<file path="src/rtl/sync_fifo_pkg.sv">
// +----------------------------------------------------------------------+
// | sync_fifo_pkg                                                        |
// | Shared width helper and parameter legality check for sync_fifo.      |
// | Revision: 1.0                                                        |
// +----------------------------------------------------------------------+
`default_nettype none

package sync_fifo_pkg;

    localparam int C_WRAP_BITS = 1;

    // Pointers and the count carry one extra bit so that "full" (count == DEPTH) is representable.
    function automatic int ptr_width(input int depth);
        return $clog2(depth) + C_WRAP_BITS;
    endfunction

    function automatic bit params_valid(
        input int data_width,
        input int addr_width,
        input int depth,
        input int almost_full_gap,
        input int almost_empty_gap
    );
        return (data_width >= 1) &&
               (addr_width >= 1) &&
               (depth == (1 << addr_width)) &&
               (almost_full_gap >= 1) &&
               (almost_full_gap <= depth) &&
               (almost_empty_gap >= 0) &&
               (almost_empty_gap < almost_full_gap);
    endfunction

endpackage

`default_nettype wire

</file>
<file path="src/rtl/sync_fifo_mem.sv">
// +----------------------------------------------------------------------+
// | sync_fifo_mem                                                        |
// | Single-clock storage array: registered write, registered or          |
// | asynchronous read port selected by REG_READ.                         |
// | Revision: 1.0                                                        |
// +----------------------------------------------------------------------+
`default_nettype none

module sync_fifo_mem #(
    parameter int DATA_WIDTH = 8,
    parameter int ADDR_WIDTH = 6,
    parameter bit REG_READ   = 1'b1
) (
    input  logic                  clk,
    input  logic                  rst_n,
    input  logic                  we,
    input  logic [ADDR_WIDTH-1:0] waddr,
    input  logic [DATA_WIDTH-1:0] wdata,
    input  logic                  re,
    input  logic [ADDR_WIDTH-1:0] raddr,
    output logic [DATA_WIDTH-1:0] rdata
);
    import sync_fifo_pkg::*;

    localparam int C_WORDS = 1 << ADDR_WIDTH;

    // The array itself is deliberately left without reset.
    logic [DATA_WIDTH-1:0] r_mem [C_WORDS];

    always_ff @(posedge clk) begin
        if (we) begin
            r_mem[waddr] <= wdata;
        end
    end

    generate
        if (REG_READ) begin : g_reg_read
            logic [DATA_WIDTH-1:0] r_rdata;

            always_ff @(posedge clk or negedge rst_n) begin
                if (!rst_n) begin
                    r_rdata <= '0;
                end else if (re) begin
                    r_rdata <= r_mem[raddr];
                end
            end

            assign rdata = r_rdata;
        end else begin : g_async_read
            assign rdata = r_mem[raddr];
        end
    endgenerate

endmodule

`default_nettype wire

</file>
<file path="src/rtl/sync_fifo.sv">
// +----------------------------------------------------------------------+
// | sync_fifo                                                            |
// | Single-clock FIFO with count, almost flags and overflow/underflow    |
// | pulses. Define SYNC_FIFO_FWFT_EN for first-word-fall-through mode.   |
// | Revision: 1.0                                                        |
// +----------------------------------------------------------------------+
`default_nettype none

module sync_fifo #(
    parameter int DATA_WIDTH       = 8,
    parameter int ADDR_WIDTH       = 6,
    parameter int DEPTH            = 64,
    parameter int ALMOST_FULL_GAP  = 50,
    parameter int ALMOST_EMPTY_GAP = 20
) (
    input  logic                  clk,
    input  logic                  rst_n,
    input  logic                  wr_en,
    input  logic [DATA_WIDTH-1:0] din,
    input  logic                  rd_en,
    output logic [DATA_WIDTH-1:0] dout,
    output logic                  full,
    output logic                  empty,
    output logic                  almost_full,
    output logic                  almost_empty,
    output logic [ADDR_WIDTH:0]   count,
    output logic                  overflow,
    output logic                  underflow
);
    import sync_fifo_pkg::*;

    localparam int                 C_PTR_W  = ptr_width(DEPTH);
    localparam logic [C_PTR_W-1:0] C_ONE    = C_PTR_W'(1);
    localparam logic [C_PTR_W-1:0] C_DEPTH  = C_PTR_W'(DEPTH);
    localparam logic [C_PTR_W-1:0] C_AF_LVL = C_PTR_W'(ALMOST_FULL_GAP);
    localparam logic [C_PTR_W-1:0] C_AE_LVL = C_PTR_W'(ALMOST_EMPTY_GAP);
`ifdef SYNC_FIFO_FWFT_EN
    localparam bit                 C_REG_READ = 1'b0;
`else
    localparam bit                 C_REG_READ = 1'b1;
`endif

    generate
        if (!params_valid(DATA_WIDTH, ADDR_WIDTH, DEPTH, ALMOST_FULL_GAP, ALMOST_EMPTY_GAP)) begin : g_param_check
            $fatal(1, "sync_fifo: illegal parameter combination");
        end
    endgenerate

    logic [C_PTR_W-1:0]    r_wr_ptr;
    logic [C_PTR_W-1:0]    r_rd_ptr;
    logic [C_PTR_W-1:0]    r_count;
    logic [C_PTR_W-1:0]    w_count_next;
    logic                  r_full;
    logic                  r_empty;
    logic                  r_almost_full;
    logic                  r_almost_empty;
    logic                  r_overflow;
    logic                  r_underflow;
    logic                  w_push;
    logic                  w_pop;
    logic                  w_empty_next;
    logic                  w_mem_re;
    logic [DATA_WIDTH-1:0] w_mem_rdata;

    // Accept decisions use the registered flags, so a blocked request never moves a pointer.
    assign w_push       = wr_en & ~r_full;
    assign w_pop        = rd_en & ~r_empty;
    assign w_count_next = r_count + C_PTR_W'(w_push) - C_PTR_W'(w_pop);

    always_ff @(posedge clk or negedge rst_n) begin
        if (!rst_n) begin
            r_wr_ptr       <= '0;
            r_count        <= '0;
            r_full         <= 1'b0;
            r_empty        <= 1'b1;
            r_almost_full  <= 1'b0;
            r_almost_empty <= 1'b1;
            r_overflow     <= 1'b0;
            r_underflow    <= 1'b0;
        end else begin
            if (w_push) begin
                r_wr_ptr <= r_wr_ptr + C_ONE;
            end
            r_count        <= w_count_next;
            r_full         <= (w_count_next == C_DEPTH);
            r_empty        <= w_empty_next;
            r_almost_full  <= (w_count_next >= C_AF_LVL);
            r_almost_empty <= (w_count_next <= C_AE_LVL);
            r_overflow     <= wr_en & r_full;
            r_underflow    <= rd_en & r_empty;
        end
    end

`ifdef SYNC_FIFO_FWFT_EN
    // Head word lives in r_head; r_empty doubles as its valid bit.
    logic [DATA_WIDTH-1:0] r_head;
    logic                  w_mem_has_data;
    logic                  w_load;

    assign w_mem_has_data = (r_wr_ptr != r_rd_ptr);
    assign w_load         = (r_empty | w_pop) & w_mem_has_data;
    assign w_mem_re       = w_load;
    assign w_empty_next   = ~((~r_empty & ~w_pop) | w_mem_has_data);

    always_ff @(posedge clk or negedge rst_n) begin
        if (!rst_n) begin
            r_rd_ptr <= '0;
            r_head   <= '0;
        end else if (w_load) begin
            r_rd_ptr <= r_rd_ptr + C_ONE;
            r_head   <= w_mem_rdata;
        end
    end

    assign dout = r_head;
`else
    assign w_mem_re     = w_pop;
    assign w_empty_next = (w_count_next == '0);

    always_ff @(posedge clk or negedge rst_n) begin
        if (!rst_n) begin
            r_rd_ptr <= '0;
        end else if (w_pop) begin
            r_rd_ptr <= r_rd_ptr + C_ONE;
        end
    end

    assign dout = w_mem_rdata;
`endif

    sync_fifo_mem #(
        .DATA_WIDTH (DATA_WIDTH),
        .ADDR_WIDTH (ADDR_WIDTH),
        .REG_READ   (C_REG_READ)
    ) u_mem (
        .clk   (clk),
        .rst_n (rst_n),
        .we    (w_push),
        .waddr (r_wr_ptr[ADDR_WIDTH-1:0]),
        .wdata (din),
        .re    (w_mem_re),
        .raddr (r_rd_ptr[ADDR_WIDTH-1:0]),
        .rdata (w_mem_rdata)
    );

    assign full         = r_full;
    assign empty        = r_empty;
    assign almost_full  = r_almost_full;
    assign almost_empty = r_almost_empty;
    assign count        = r_count;
    assign overflow     = r_overflow;
    assign underflow    = r_underflow;

endmodule

`default_nettype wire
</file>
<file path="config.mk">
export PLATFORM = sky130hd
export DESIGN_NAME = sync_fifo
export DESIGN_NICKNAME = d
export VERILOG_FILES = /design/src/rtl/sync_fifo_pkg.sv /design/src/rtl/sync_fifo_mem.sv /design/src/rtl/sync_fifo.sv
export SDC_FILE = /design/constraint.sdc
export NUM_CORES = 1
export LEC_CHECK = 0
export ABC_AREA = 1
export BUFFER_PORTS_ARGS = -buffer_cell sky130_fd_sc_hd__buf_2
export CORE_MARGIN = 3
export CORE_UTILIZATION = 63
export CTS_CLUSTER_DIAMETER = 60
export DETAILED_ROUTE_END_ITERATION = 8
export PLACE_DENSITY = 0.81
export RECOVER_POWER = 50
export SKIP_LAST_GASP = 1
export SYNTH_ARGS = -nofsm -noshare
export SYNTH_HDL_FRONTEND = slang
export SYNTH_SLANG_ARGS = --single-unit
</file>
<file path="constraint.sdc">
create_clock -name clk -period 3.1 [get_ports clk]
set_clock_uncertainty 0.1 [all_clocks]
set_input_delay 0.155 -clock clk [delete_from_list [all_inputs] [get_ports clk]]
set_output_delay 0.155 -clock clk [all_outputs]
set_load 0.03 [all_outputs]
</file>
==> flow_metrics.tcl <==
set metrics [dict create \
    synth_top_family_by_area "simple AND/OR/NAND/NOR gates" \
    vias 15080 \
    hold_violations 0 \
    relSlewSlack_pct -84.84 \
    r2r_slack_ps 150 \
    drtPass1Iterations 6 \
    start_util_pct 64.38 \
    critical_path.endpoint "u_mem.r_mem[8][1]" \
    synth_compound_area_share_pct 1.698 \
    setup_violations 0 \
    diodes 0 \
    startpoint "full" \
    clk_pin_slew_ps 60 \
    fin_setup_tns_ps 0 \
    rsz0062_at_grt "no" \
    rows 68 \
    die_w_um 194.6 \
    startpoint_type "flop" \
    crit_arrival_ps 3060 \
    grt_pass1_wl_um 82500 \
    swShare_pct 37.80 \
    syn_to_final_growth_pct 10.05 \
    postRouteWirelength_um 53850 \
    yosysSeqAreaShare_pct 72.33 \
    track_usage_pct 28.32 \
    crit_path_end_kind "flop" \
    ys_types 27 \
    max_freq_ghz 0.3395 \
    status "finished with violations" \
    r2r-end "u_mem.r_mem[8][1]" \
    grt_overflow_total 0 \
    pre_cts_ws_ps 366.8 \
    gp_congestion 0.9418 \
    syn_avg_cell_area_um2 11.37 \
    p_leak_nw 9.212 \
    irDropWorstVdd_uv 918.6 \
    synth_flop_cell "edfxtp_1" \
    cts_root_buf "clkbuf_16" \
    combPwrFrac_pct 34.4 \
    synthAdderAreaFrac_pct 0.5920 \
    synth_edf_count 512 \
    critPathRequiredTime_ps 3210 \
    ys_async_sr_fraction_pct 6.055 \
    dpl.hpwl_um 32180 \
    rr_worst_depth 4 \
    die_height_um 194.6 \
    synthMuxAreaShare_pct 0 \
    cts_buffers 52 \
    period_share_pct 95.03 \
    nNetsFinal 2016 \
    io_pins 33 \
    synth_cells 1970 \
    yosysMostFrequentCell "nand2_1" \
    fp.coreArea_um2 34800 \
    maxCapViolCount 9 \
    cts_setup_buffers 0 \
    clockPowerShare_pct 27.3 \
    insertion_delay_ps 580 \
    power.net_switching_mw 8.813 \
    first_iter_violations 2194 \
    worst_pin_slew_ps 2773 \
    netlist_top_cells_count "nand2_1, edfxtp_1, nand3_1" \
    synth_area_um2 22400 \
    layout_min_cycle_time_ps 2946 \
    powerDensity_nw_per_um2 945.6 \
    fillCellCount 2267 \
    synth_xor_area_share_pct 0.4691 \
    hp-class "input port to flop" \
    path_class "flop to flop" \
    ant_nets 0 \
    grt_pass1_vias 14760 \
    drive_gt1_share_pct 6.293 \
    slew_violations 339 \
    synth-simple-area-share_pct 21.61 \
    cts_tree "done" \
    synth_top_area_cell "edfxtp_1" \
    ys_ff_latch 545 \
    syn-num-nets 1992 \
    p_int_mw 14.50 \
    worst_slack_ps 154.1 \
    vias_per_cell 6.057 \
    pwr-share-seq_pct 38.2 \
    antenna_found_initial 0 \
    cts_max_path_buffers 3 \
    wl_per_cell_um 21.64 \
    port_buffers 32 \
    h-tree-depth 2 \
    grt_max_degree 191 \
    drc 0 \
    synth_top_area_share_pct 68.63 \
    dieArea_um2 37860 \
    synth_area_leaders "edfxtp_1, nand2_1, nand3_1" \
    cp_max_fo 13 \
    r2r-start "full" \
    ys_warn_count 0 \
    violations "capacitance limit, slew limit" \
    clkSinkCount 545 \
]
-- layout by cell type, fill, tap and decap left out, drive strengths merged, types with 3 or more instances in the layout --
cell	synthesis	final
xor2	12	12
nand2	762	762
nor3	4	4
clkbuf	9	97
inv	47	48
ha	9	9
dfrtp	31	31
o21ai	6	6
clkinvlp	0	3
a21oi	67	67
buf	94	41
nor2	93	93
edfxtp	512	512
dlygate4sd3	0	4
bufinv	0	7
clkinv	1	15
nand3	317	317
-- logic make-up after synthesis --
| family | Yosys count |
|---|---|
| and+or+nand+nor | 1177 |
| DFF | 545 |
| buffers and inverters | 151 |
| AOI/OAI and AO/OA | 75 |
| xor gates and xnor gates | 12 |
| adders and majority gates | 10 |
-- how the worst min path moves through the flow --
| stage | start | end | cells after the start |
|---|---|---|---|
| finish | wr_en | overflow | 4 |
| global route | wr_en | overflow | 4 |
| CTS | din[5] | u_mem.r_mem[32][5] | 1 |
| detailed placement | rst_n | count[5] | 1 |
| global placement | rst_n | almost_full | 1 |
| floorplan | rst_n | almost_full | 0 |
-- per-layer routing --
metal  vias up  part of all wire [%]  track usage (%)
met5         -                     0                0
met3       147                    10            5.668
li1       6804                     -                -
met2       894                    49            46.70
met1      7230                    37            37.59
met4         0                   4.1            11.33
-- registers in the layout, indices dropped and copies added (netlist names) --
signal	flops
count	7
overflow	1
almost_full	1
full	1
r_rd_ptr	6
underflow	1
almost_empty	1
r_wr_ptr	6
u_mem.r_mem	512
u_mem.rdata	8
empty	1
-- power by group through the flow --
stage / registers [mW] / clock network (mW) / logic, mW
2_1_floorplan: 9.07 / 0 / 5.31
3_3_place_gp: 9.02 / 0 / 7.55
3_5_place_dp: 9.03 / 0 / 7.79
4_1_cts: 8.89 / 6.40 / 7.90
5_1_grt: 8.94 / 6.69 / 8.74
6_report: 8.92 / 6.37 / 8.03
-- stage by stage --
stage | power [mW] | hold WS [ps] | instances | util [%] | area, um2
2_1_floorplan | 14.38 | -240.6 | 1970 | - | 22400
3_3_place_gp | 16.57 | 164.1 | 2391 | 66.05 | 22990
3_5_place_dp | 16.82 | 168.8 | 2391 | 66.05 | 22990
4_1_cts | 23.18 | 20.94 | 2489 | 71.09 | 24740
5_1_grt | 24.38 | 227.3 | 2489 | 70.85 | 24650
6_report | 23.31 | 227.7 | 2489 | 70.85 | 24650
-- final cells by class --
| type | count | area [um2] | share of cell area, % |
|---|---|---|---|
| Clock buffer | 69 | 1406 | 5.704 |
| Tap cell | 455 | 569.3 | 2.309 |
| Sequential cell | 545 | 16210 | 65.74 |
| Inverter | 48 | 185.2 | 0.7511 |
| Multi-Input combinational cell | 1274 | 5460 | 22.15 |
| Clock inverter | 25 | 305.3 | 1.238 |
| Timing Repair Buffer | 73 | 520.5 | 2.111 |
-- worst max-delay path: stages, from the launching register on --
cell and delay (ps):
dfrtp_1 390, nor2_1 170, clkbuf_1 550, nand2_1 560, nor2_1 800
-- timing repair --
action	4_1_cts	5_1_grt
endpoints found under the hold margin	55	0
resized for setup	0	1
endpoints found under the setup margin	0	3
hold buffers	4	0
Note: power is estimated with default switching activity, not from simulation.
